===== config.mk =====
export PLATFORM = sky130hd
export DESIGN_NAME = regfile_sb
export DESIGN_NICKNAME = d
export VERILOG_FILES = /design/src/rtl/regfile_pkg.sv /design/src/rtl/rf_scoreboard.sv /design/src/rtl/regfile_sb.sv
export SDC_FILE = /design/constraint.sdc
export NUM_CORES = 2
export LEC_CHECK = 0
export ABC_CLOCK_PERIOD_IN_PS = 52900
export CORE_UTILIZATION = 55
export DETAILED_ROUTE_END_ITERATION = 8
export DONT_BUFFER_PORTS = 1
export GPL_TIMING_DRIVEN = 0
export PLACE_DENSITY = 0.7
export SYNTH_ARGS = -nofsm -noshare
export SYNTH_HDL_FRONTEND = slang
export SYNTH_SLANG_ARGS = --single-unit

===== constraint.sdc =====
create_clock -name clk -period 52.9 [get_ports clk]
set_input_delay 10.58 -clock clk [delete_from_list [all_inputs] [get_ports clk]]
set_output_delay 10.58 -clock clk [all_outputs]
set_load 0.01 [all_outputs]

===== src/rtl/regfile_pkg.sv =====
// regfile_pkg -- shared constants and types for the scoreboarded register file.
//   XLEN_D / NREG_D / NRD_D : default data width, register count, read ports
//   reg_addr_t / reg_data_t : address and data types at the default geometry
package regfile_pkg;

  localparam int XLEN_D = 32;
  localparam int NREG_D = 32;
  localparam int NRD_D  = 2;

  typedef logic [$clog2(NREG_D)-1:0] reg_addr_t;
  typedef logic [XLEN_D-1:0]         reg_data_t;

endpackage


===== src/rtl/rf_scoreboard.sv =====
// rf_scoreboard -- per-register "pending write" bits plus a running count.
//   clk_i, rst_i     : clock, async active-high reset
//   set_en_i/addr_i  : reservation request (alloc) for a destination register
//   clr_en_i/addr_i  : completed write, releases the reservation
//   busy_o           : busy vector, bit 0 is always 0
//   busy_cnt_o       : number of busy registers (kept as a register)
module rf_scoreboard
  import regfile_pkg::*;
#(
  parameter int NREG = NREG_D,
  parameter int AW   = $clog2(NREG),
  parameter int CW   = $clog2(NREG) + 1
)(
  input  logic            clk_i,
  input  logic            rst_i,
  input  logic            set_en_i,
  input  logic [AW-1:0]   set_addr_i,
  input  logic            clr_en_i,
  input  logic [AW-1:0]   clr_addr_i,
  output logic [NREG-1:0] busy_o,
  output logic [CW-1:0]   busy_cnt_o
);

  logic [NREG-1:0] busy_d, busy_q;
  logic [CW-1:0]   cnt_d, cnt_q;
  logic            set_hit_s, clr_hit_s, inc_s, dec_s;

  // Next busy vector and count adjustment.
  always_comb begin
    busy_d    = busy_q;
    cnt_d     = cnt_q;
    set_hit_s = set_en_i && (set_addr_i != {AW{1'b0}});
    // A same-address alloc overrides the clear from the write.
    clr_hit_s = clr_en_i && (clr_addr_i != {AW{1'b0}}) &&
                !(set_hit_s && (set_addr_i == clr_addr_i));
    // Count only real transitions: setting an already-busy bit or
    // clearing an idle one leaves the population unchanged.
    inc_s     = set_hit_s && !busy_q[set_addr_i];
    dec_s     = clr_hit_s && busy_q[clr_addr_i];
    if (clr_hit_s) begin
      busy_d[clr_addr_i] = 1'b0;
    end else begin
      busy_d = busy_d;
    end
    if (set_hit_s) begin
      busy_d[set_addr_i] = 1'b1;
    end else begin
      busy_d = busy_d;
    end
    busy_d[0] = 1'b0;
    case ({inc_s, dec_s})
      2'b10:   cnt_d = cnt_q + CW'(1);
      2'b01:   cnt_d = cnt_q - CW'(1);
      default: cnt_d = cnt_q;
    endcase
  end

  // Busy state and count registers.
  always_ff @(posedge clk_i or posedge rst_i) begin
    if (rst_i) begin
      busy_q <= {NREG{1'b0}};
      cnt_q  <= {CW{1'b0}};
    end else begin
      busy_q <= busy_d;
      cnt_q  <= cnt_d;
    end
  end

  assign busy_o     = busy_q;
  assign busy_cnt_o = cnt_q;

endmodule


===== src/rtl/regfile_sb.sv =====
// regfile_sb -- register file with a destination-reservation scoreboard.
//   clk, rst            : clock, async active-high reset
//   rd_addr/rd_data     : NRD combinational read ports
//   rd_busy             : busy bit of the register each port reads
//   wr_en/addr/data     : write port, also releases the reservation
//   alloc_en/addr/ok    : reserve a destination register
//   busy_cnt, dbg_data  : reserved-register count, mirror of r[DBG_IDX]
// Optional feature: define REGFILE_BYPASS_EN to forward a same-cycle write
// to matching read ports (data and a cleared busy flag).
module regfile_sb
  import regfile_pkg::*;
#(
  parameter int XLEN    = XLEN_D,
  parameter int NREG    = NREG_D,
  parameter int NRD     = NRD_D,
  parameter int DBG_IDX = 17,
  localparam int AW     = $clog2(NREG),
  localparam int CW     = $clog2(NREG) + 1
)(
  input  logic                    clk,
  input  logic                    rst,
  input  logic [NRD-1:0][AW-1:0]  rd_addr,
  output logic [NRD-1:0][XLEN-1:0] rd_data,
  output logic [NRD-1:0]          rd_busy,
  input  logic                    wr_en,
  input  logic [AW-1:0]           wr_addr,
  input  logic [XLEN-1:0]         wr_data,
  input  logic                    alloc_en,
  input  logic [AW-1:0]           alloc_addr,
  output logic                    alloc_ok,
  output logic [CW-1:0]           busy_cnt,
  output logic [XLEN-1:0]         dbg_data
);

  logic [XLEN-1:0] r_q [NREG];
  logic [NREG-1:0] busy_s;
  logic            wr_hit_s;

  assign wr_hit_s = wr_en && (wr_addr != {AW{1'b0}});

  rf_scoreboard #(
    .NREG (NREG),
    .AW   (AW),
    .CW   (CW)
  ) u_sb (
    .clk_i      (clk),
    .rst_i      (rst),
    .set_en_i   (alloc_en),
    .set_addr_i (alloc_addr),
    .clr_en_i   (wr_en),
    .clr_addr_i (wr_addr),
    .busy_o     (busy_s),
    .busy_cnt_o (busy_cnt)
  );

  // Data array; entry 0 is never written so it reads as zero forever.
  always_ff @(posedge clk or posedge rst) begin
    if (rst) begin
      for (int i = 0; i < NREG; i++) begin
        r_q[i] <= {XLEN{1'b0}};
      end
    end else if (wr_hit_s) begin
      r_q[wr_addr] <= wr_data;
    end
  end

  // Combinational read ports, optionally with write-through forwarding.
  always_comb begin
    for (int p = 0; p < NRD; p++) begin
      rd_data[p] = r_q[rd_addr[p]];
      rd_busy[p] = busy_s[rd_addr[p]];
`ifdef REGFILE_BYPASS_EN
      if (wr_hit_s && (wr_addr == rd_addr[p])) begin
        rd_data[p] = wr_data;
        rd_busy[p] = 1'b0;
      end else begin
        rd_busy[p] = rd_busy[p];
      end
`endif
    end
  end

  // busy[0] is tied low, so allocs to r0 are always accepted (and ignored).
  assign alloc_ok = alloc_en & ~busy_s[alloc_addr];
  assign dbg_data = r_q[DBG_IDX];

endmodule

Word-level counts from Yosys, hierarchy flattened
Index checks and enable logic that the tools add are counted.
{"block": "word_totals", "reg_bits": 1061, "input_bits": 56, "elab_cells": 95}
{"block": "op_classes", "addsub": 2, "magnitude_cmp": 10, "eq_ne": 3, "n_mux": 24, "n_bitwise": 8, "n_reduce_logical": 14}
{"cell": "$bwmux W1024", "n": 1}
{"cell": "$bmux W32 S5", "n": 2}
{"cell": "$mux W32", "n": 7}
{"cell": "$demux W32 S5", "n": 1}
{"cell": "$and A32 B32 Y32", "n": 1}
{"cell": "$not A32 Y32", "n": 1}
{"cell": "$or A32 B32 Y32", "n": 1}
{"cell": "$lt A5 B6 Y1 const B", "n": 4}
{"cell": "$bmux W1 S5", "n": 4}
{"cell": "$ge A6 B6 Y1 const B", "n": 3}
{"cell": "$not A5 Y6", "n": 3}
{"cell": "$pmux W6 S2", "n": 1}
{"cell": "$demux W1 S5", "n": 2}
{"cell": "$ge A5 B1 Y1 const B", "n": 2}
{"cell": "$reduce_bool A5 Y1", "n": 2}
{"cell": "$logic_and A1 B1 Y1", "n": 9}
{"cell": "$add A6 B1 Y6 const B", "n": 1}
{"cell": "$lt A6 B1 Y1 const B", "n": 1}
{"cell": "$mux W1", "n": 6}
{"cell": "$sub A6 B1 Y6 const B", "n": 1}
{"cell": "$eq A5 B5 Y1", "n": 1}
{"cell": "$eq A2 B1 Y1 const B", "n": 1}
{"cell": "$eq A2 B2 Y1 const B", "n": 1}
{"cell": "$logic_not A1 Y1", "n": 2}
{"cell": "other kinds (3)", "n": 3}

Depth between registers and ports, before layout
{"block": "depth", "word_depth": 9, "mapped_depth": 14}

By module
From an unflattened synthesis, not the netlist that was laid out.
{"block": "hier_totals", "hier_cells": 3478, "area_unflattened_um2": 57333.7}
{"mod": "regfile_sb", "n_inst": 1, "cells_per_inst": 3239, "area_each_um2": 54893.9, "seq_area_each_um2": 25624.6}
{"mod": "rf_scoreboard", "n_inst": 1, "cells_per_inst": 239, "area_each_um2": 2439.8, "seq_area_each_um2": 925.9}

Worst setup path after synthesis
OpenSTA, ideal clock, no wires.
{"block": "synth_path", "path_kind": "input -> output", "startpoint": "in rd_addr[0] (netlist bit)", "endpoint": "out rd_busy[0]", "arrival_ns": 12.439, "t_required_ns": 42.320, "setup_slack_ns": 29.881, "stages": 6, "n_path_buf": 3, "path_cell_list": "clkbuf_1 buf_6 buf_2 mux4_2 mux4_2 mux2_2"}
{"block": "synth_between", "elab_chain_cells": 2}
{"item": "from (decl)", "line_no": "regfile_sb.sv:22", "source": "input logic [NRD-1:0][AW-1:0] rd_addr,"}
{"item": "$bmux W1 S5", "line_no": "regfile_sb.sv:71", "source": "rd_busy[p] = busy_s[rd_addr[p]];"}
{"item": "$mux W1 (implied by the code)", "line_no": "regfile_sb.sv:71"}
{"item": "to (decl)", "line_no": "regfile_sb.sv:24", "source": "output logic [NRD-1:0] rd_busy,"}
No other way between the ends. The select of a mux whose other input is x is not followed.

==> metrics.txt <==
# TYPE chip_impl_metric gauge
chip_impl_metric{name="initial_core_util",unit="%"} 55.8
chip_impl_metric{name="dieArea",unit="sq um"} 105000
chip_impl_metric{name="arrival",unit="ns"} 13.95
chip_impl_metric{name="place.detailed.hpwl",unit="um"} 133000
chip_impl_metric{name="wire_per_inst",unit="um"} 38.7
chip_impl_metric{name="clockBufferDepth",unit=""} 3
chip_impl_metric{name="cts.repair_timing.setup_buffer_count",unit=""} 0
chip_impl_metric{name="cts.clk_slew.worst_paths",unit="ns"} 0.06
chip_impl_metric{name="critPathRequiredTime",unit="ns"} 42.32
chip_impl_metric{name="wire_length_after_detailed_routing",unit="um"} 196000
chip_impl_metric{name="finalClockSkew",unit="ns"} 0.0160
chip_impl_info{name="startpoint",value="rd_addr[6]"} 1
chip_impl_info{name="crit_path_capture_type",value="output port"} 1
chip_impl_info{name="worstSetupPathType",value="input port to output port"} 1
chip_impl_metric{name="final_worst_setup_slack",unit="ns"} 28.37
chip_impl_metric{name="post_synth_num_cell_types",unit=""} 59
chip_impl_metric{name="die_w",unit="um"} 324
chip_impl_metric{name="post_cts_hold_buffer_count",unit=""} 0
chip_impl_metric{name="postSynthAreaPerCell",unit="sq um"} 16.5
chip_impl_metric{name="power.density_cell_area",unit="nW/um^2"} 39.9
chip_impl_info{name="outcome",value="finished, violations left"} 1
chip_impl_metric{name="grt_max_degree",unit=""} 137
chip_impl_metric{name="rr_worst_depth",unit=""} 10
chip_impl_metric{name="grt_pass1_vias",unit=""} 38796
chip_impl_metric{name="drt_first_iter_violations",unit=""} 4033
chip_impl_metric{name="clkLatencyLatePin",unit="ns"} 0.73
chip_impl_metric{name="port_buffers",unit=""} 0
chip_impl_metric{name="clock_sinks",unit=""} 1061
chip_impl_metric{name="power.ir.vdd_worst",unit="mV"} 0.0354
chip_impl_metric{name="syn_area",unit="sq um"} 57100
chip_impl_metric{name="layout_worst_path_cycle_share",unit="%"} 46.4
chip_impl_metric{name="die-height",unit="um"} 324
chip_impl_metric{name="io_pins",unit=""} 161
chip_impl_metric{name="reg2reg_setup_slack",unit="ns"} 49.07
chip_impl_metric{name="route.detailed.vias_per_inst",unit=""} 7.29
chip_impl_metric{name="synth_seq_cells",unit=""} 1061
chip_impl_info{name="tritoncts_clock_tree",value="built"} 1
chip_impl_metric{name="grt_util_all_layers",unit="%"} 38.2
chip_impl_metric{name="cts_repair_resize_count",unit=""} 0
chip_impl_info{name="critPathCapture",value="rd_data[33]"} 1
chip_impl_info{name="crit_path_start_kind",value="input port"} 1
chip_impl_metric{name="grt_first_pass_wirelength",unit="um"} 279000
chip_impl_metric{name="worst_pin_slew",unit="ns"} 1.50
chip_impl_metric{name="dpl.cell_count",unit=""} 4847
chip_impl_metric{name="routed-via-count",unit=""} 36894
chip_impl_metric{name="gr-total-overflow",unit=""} 0
chip_impl_metric{name="synth_seq_area_share",unit="%"} 46.5
chip_impl_info{name="hold_path_startpoint",value="r_q[993]"} 1
chip_impl_metric{name="drt_pre_antenna_iters",unit=""} 5
chip_impl_metric{name="critical_path_peak_fanout",unit=""} 10
chip_impl_metric{name="remaining_drc_errors",unit=""} 0
chip_impl_metric{name="postSynthNetCount",unit=""} 3531
chip_impl_metric{name="post_layout_nonfiller_instances",unit=""} 5062
chip_impl_metric{name="cts_h_tree_depth",unit=""} 3
chip_impl_info{name="critical_path.reg2reg.endpoint",value="u_sb.busy_cnt_o[5]"} 1
chip_impl_metric{name="synthToLayoutAreaGrowth",unit="%"} 10.7
chip_impl_metric{name="asyncSetResetFlopFracSynth",unit="%"} 100
chip_impl_info{name="violations",value="max-capacitance violations, max-slew violations"} 1
chip_impl_metric{name="placement_rows",unit=""} 117
chip_impl_metric{name="maxSlewViolCount",unit=""} 20
chip_impl_metric{name="cts_made_buffers",unit=""} 114
chip_impl_metric{name="synth-warning-count",unit=""} 0
chip_impl_metric{name="syn-instance-count",unit=""} 3469
chip_impl_metric{name="final-setup-viol-count",unit=""} 0
chip_impl_info{name="root_buffer",value="sky130_fd_sc_hd__clkbuf_16"} 1
chip_impl_metric{name="final_util",unit="%"} 61.8
chip_impl_info{name="r2r-start",value="u_sb.busy_o[19]"} 1
chip_impl_metric{name="floorplan.core_area",unit="sq um"} 102000
chip_impl_info{name="synth_top_flop_cell",value="sky130_fd_sc_hd__dfrtp_1"} 1
chip_impl_info{name="grt_setup_unrepaired",value="false"} 1
chip_impl_metric{name="synth-edff-count",unit=""} 0
chip_impl_metric{name="design.final.nets",unit=""} 3659
chip_impl_info{name="holdCritPathClass",value="register to register"} 1
chip_impl_metric{name="finalWorstPathRequiredPeriod",unit="ns"} 24.53
chip_impl_metric{name="relSlewSlack",unit="%"} -0.254
chip_impl_metric{name="p_leak",unit="uW"} 0.0268
chip_impl_metric{name="antenna_found_initial",unit=""} 6
chip_impl_metric{name="max_freq",unit="MHz"} 40.8
chip_impl_metric{name="cap_violations",unit=""} 3
chip_impl_metric{name="setup_total_negative_slack",unit="ns"} 0
chip_impl_metric{name="finalHoldViolCount",unit=""} 0
chip_impl_metric{name="ant_nets",unit=""} 0
chip_impl_metric{name="place.gp.congestion",unit=""} 0.937
chip_impl_metric{name="pre_cts_slack",unit="ns"} 28.58
chip_impl_metric{name="post_route_cells_drive_above_1_share",unit="%"} 56.5
## power by group
part	leakage, uW	internal, uW	switching [uW]
registers	0.0136	969	128
logic	0.0112	326	221
clock network	0.00203	527	350
## cell usage in the layout (no fill, tap or decap), drive strengths merged, types with 2 or more instances in the layout
cell / count
o21a: 2
and3: 2
nand2b: 10
nand2: 20
clkbuf: 444
a32o: 8
o21ai: 19
nor2: 28
and2: 2
or4b: 3
or2: 9
buf: 180
o21bai: 17
nand4b: 3
dfrtp: 1061
mux2: 1064
nand3: 3
or3: 2
a21oi: 4
clkinv: 22
mux4: 667
inv: 11
clkinvlp: 2
nand4: 2
and3b: 3
xnor2: 6
ha: 5
nor3b: 3
o211ai: 2
mux2i: 12
or3b: 2
xor2: 2
nor3: 2
a22o: 27
bufinv: 17
nor2b: 7
## synthesized netlist by cell type, drive strengths merged, types with 2 or more instances
library cell	number	area share (%)
o21ai	19	0.17
and3b	3	0.046
nand3	3	0.026
nor3	2	0.018
a32o	8	0.14
nand4b	3	0.046
nor2b	7	0.077
clkbuf	276	1.8
o21bai	17	0.22
and2	2	0.022
or3	2	0.022
and3	2	0.022
mux2	1064	21
dfrtp	1061	46
or4b	3	0.053
o21a	2	0.026
xor2	2	0.031
inv	6	0.039
buf	170	1.6
o211ai	2	0.026
nand2b	10	0.11
xnor2	6	0.092
mux2i	12	0.21
ha	5	0.11
or3b	2	0.031
nand4	2	0.022
mux4	667	26
a21oi	4	0.035
or2	9	0.099
a22o	27	0.41
nand2	20	0.13
nor2	28	0.18
nor3b	3	0.039
## how the worst min path moves through the flow
stage	end	slack (ns)	cells past startpoint
global route	r_q[993]	0.49	1
global placement	r_q[1011]	0.45	1
CTS	r_q[1019]	0.48	1
detailed placement	r_q[1009]	0.46	1
floorplan	r_q[1000]	0.44	1
finish	r_q[993]	0.48	1
## worst max-delay path: stages
cell	delay, ns
sky130_fd_sc_hd__buf_1	0.98
sky130_fd_sc_hd__clkbuf_1	1.04
sky130_fd_sc_hd__mux4_2	0.46
sky130_fd_sc_hd__mux4_2	0.53
sky130_fd_sc_hd__mux2_2	0.33
## kinds of logic after synthesis
logic type,share of synthesized area [%]
DFF,46.5
AOI/OAI and AO/OA,1.20
xor gates and xnor gates,0.123
adders and majority gates,0.145
buffers and inverters,3.50
and+or+nand+nor,1.06
muxes,47.5
## state kept, by name, summed over array words and instances, names as in the netlist
| name | flops |
|---|---|
| r_q | 992 |
| u_sb.busy_o | 31 |
| dbg_data | 32 |
| u_sb.busy_cnt_o | 6 |
## layout make-up
type | count | area, sq um
Clock inverter | 46 | 704
Sequential cell | 1061 | 26600
Timing Repair Buffer | 12 | 280
Fill cell | 7332 | 39100
Clock buffer | 166 | 3400
Tap cell | 1368 | 1710
Buffer | 446 | 1990
Inverter | 6 | 30.0
Antenna cell | 1 | 2.50
Multi-Input combinational cell | 1956 | 28600
## layer usage
layer | part of all wire [%] | track usage (%)
met1 | 37 | 49.9
met5 | 0.025 | 0
met3 | 11 | 11.7
met2 | 46 | 57.2
met4 | 6.6 | 21.7
## metrics by stage
| stage | hold slack (ns) | area, sq um | power (uW) |
|---|---|---|---|
| 6_report | 0.476 | 63200 | 2520 |
| 5_1_grt | 0.493 | 63200 | 2600 |
| 4_1_cts | 0.480 | 63200 | 2510 |
| 3_5_place_dp | 0.465 | 59100 | 1650 |
| 3_3_place_gp | 0.452 | 58800 | 1610 |
| 2_1_floorplan | 0.441 | 57100 | 1490 |
(Power assumes the default switching activity.)
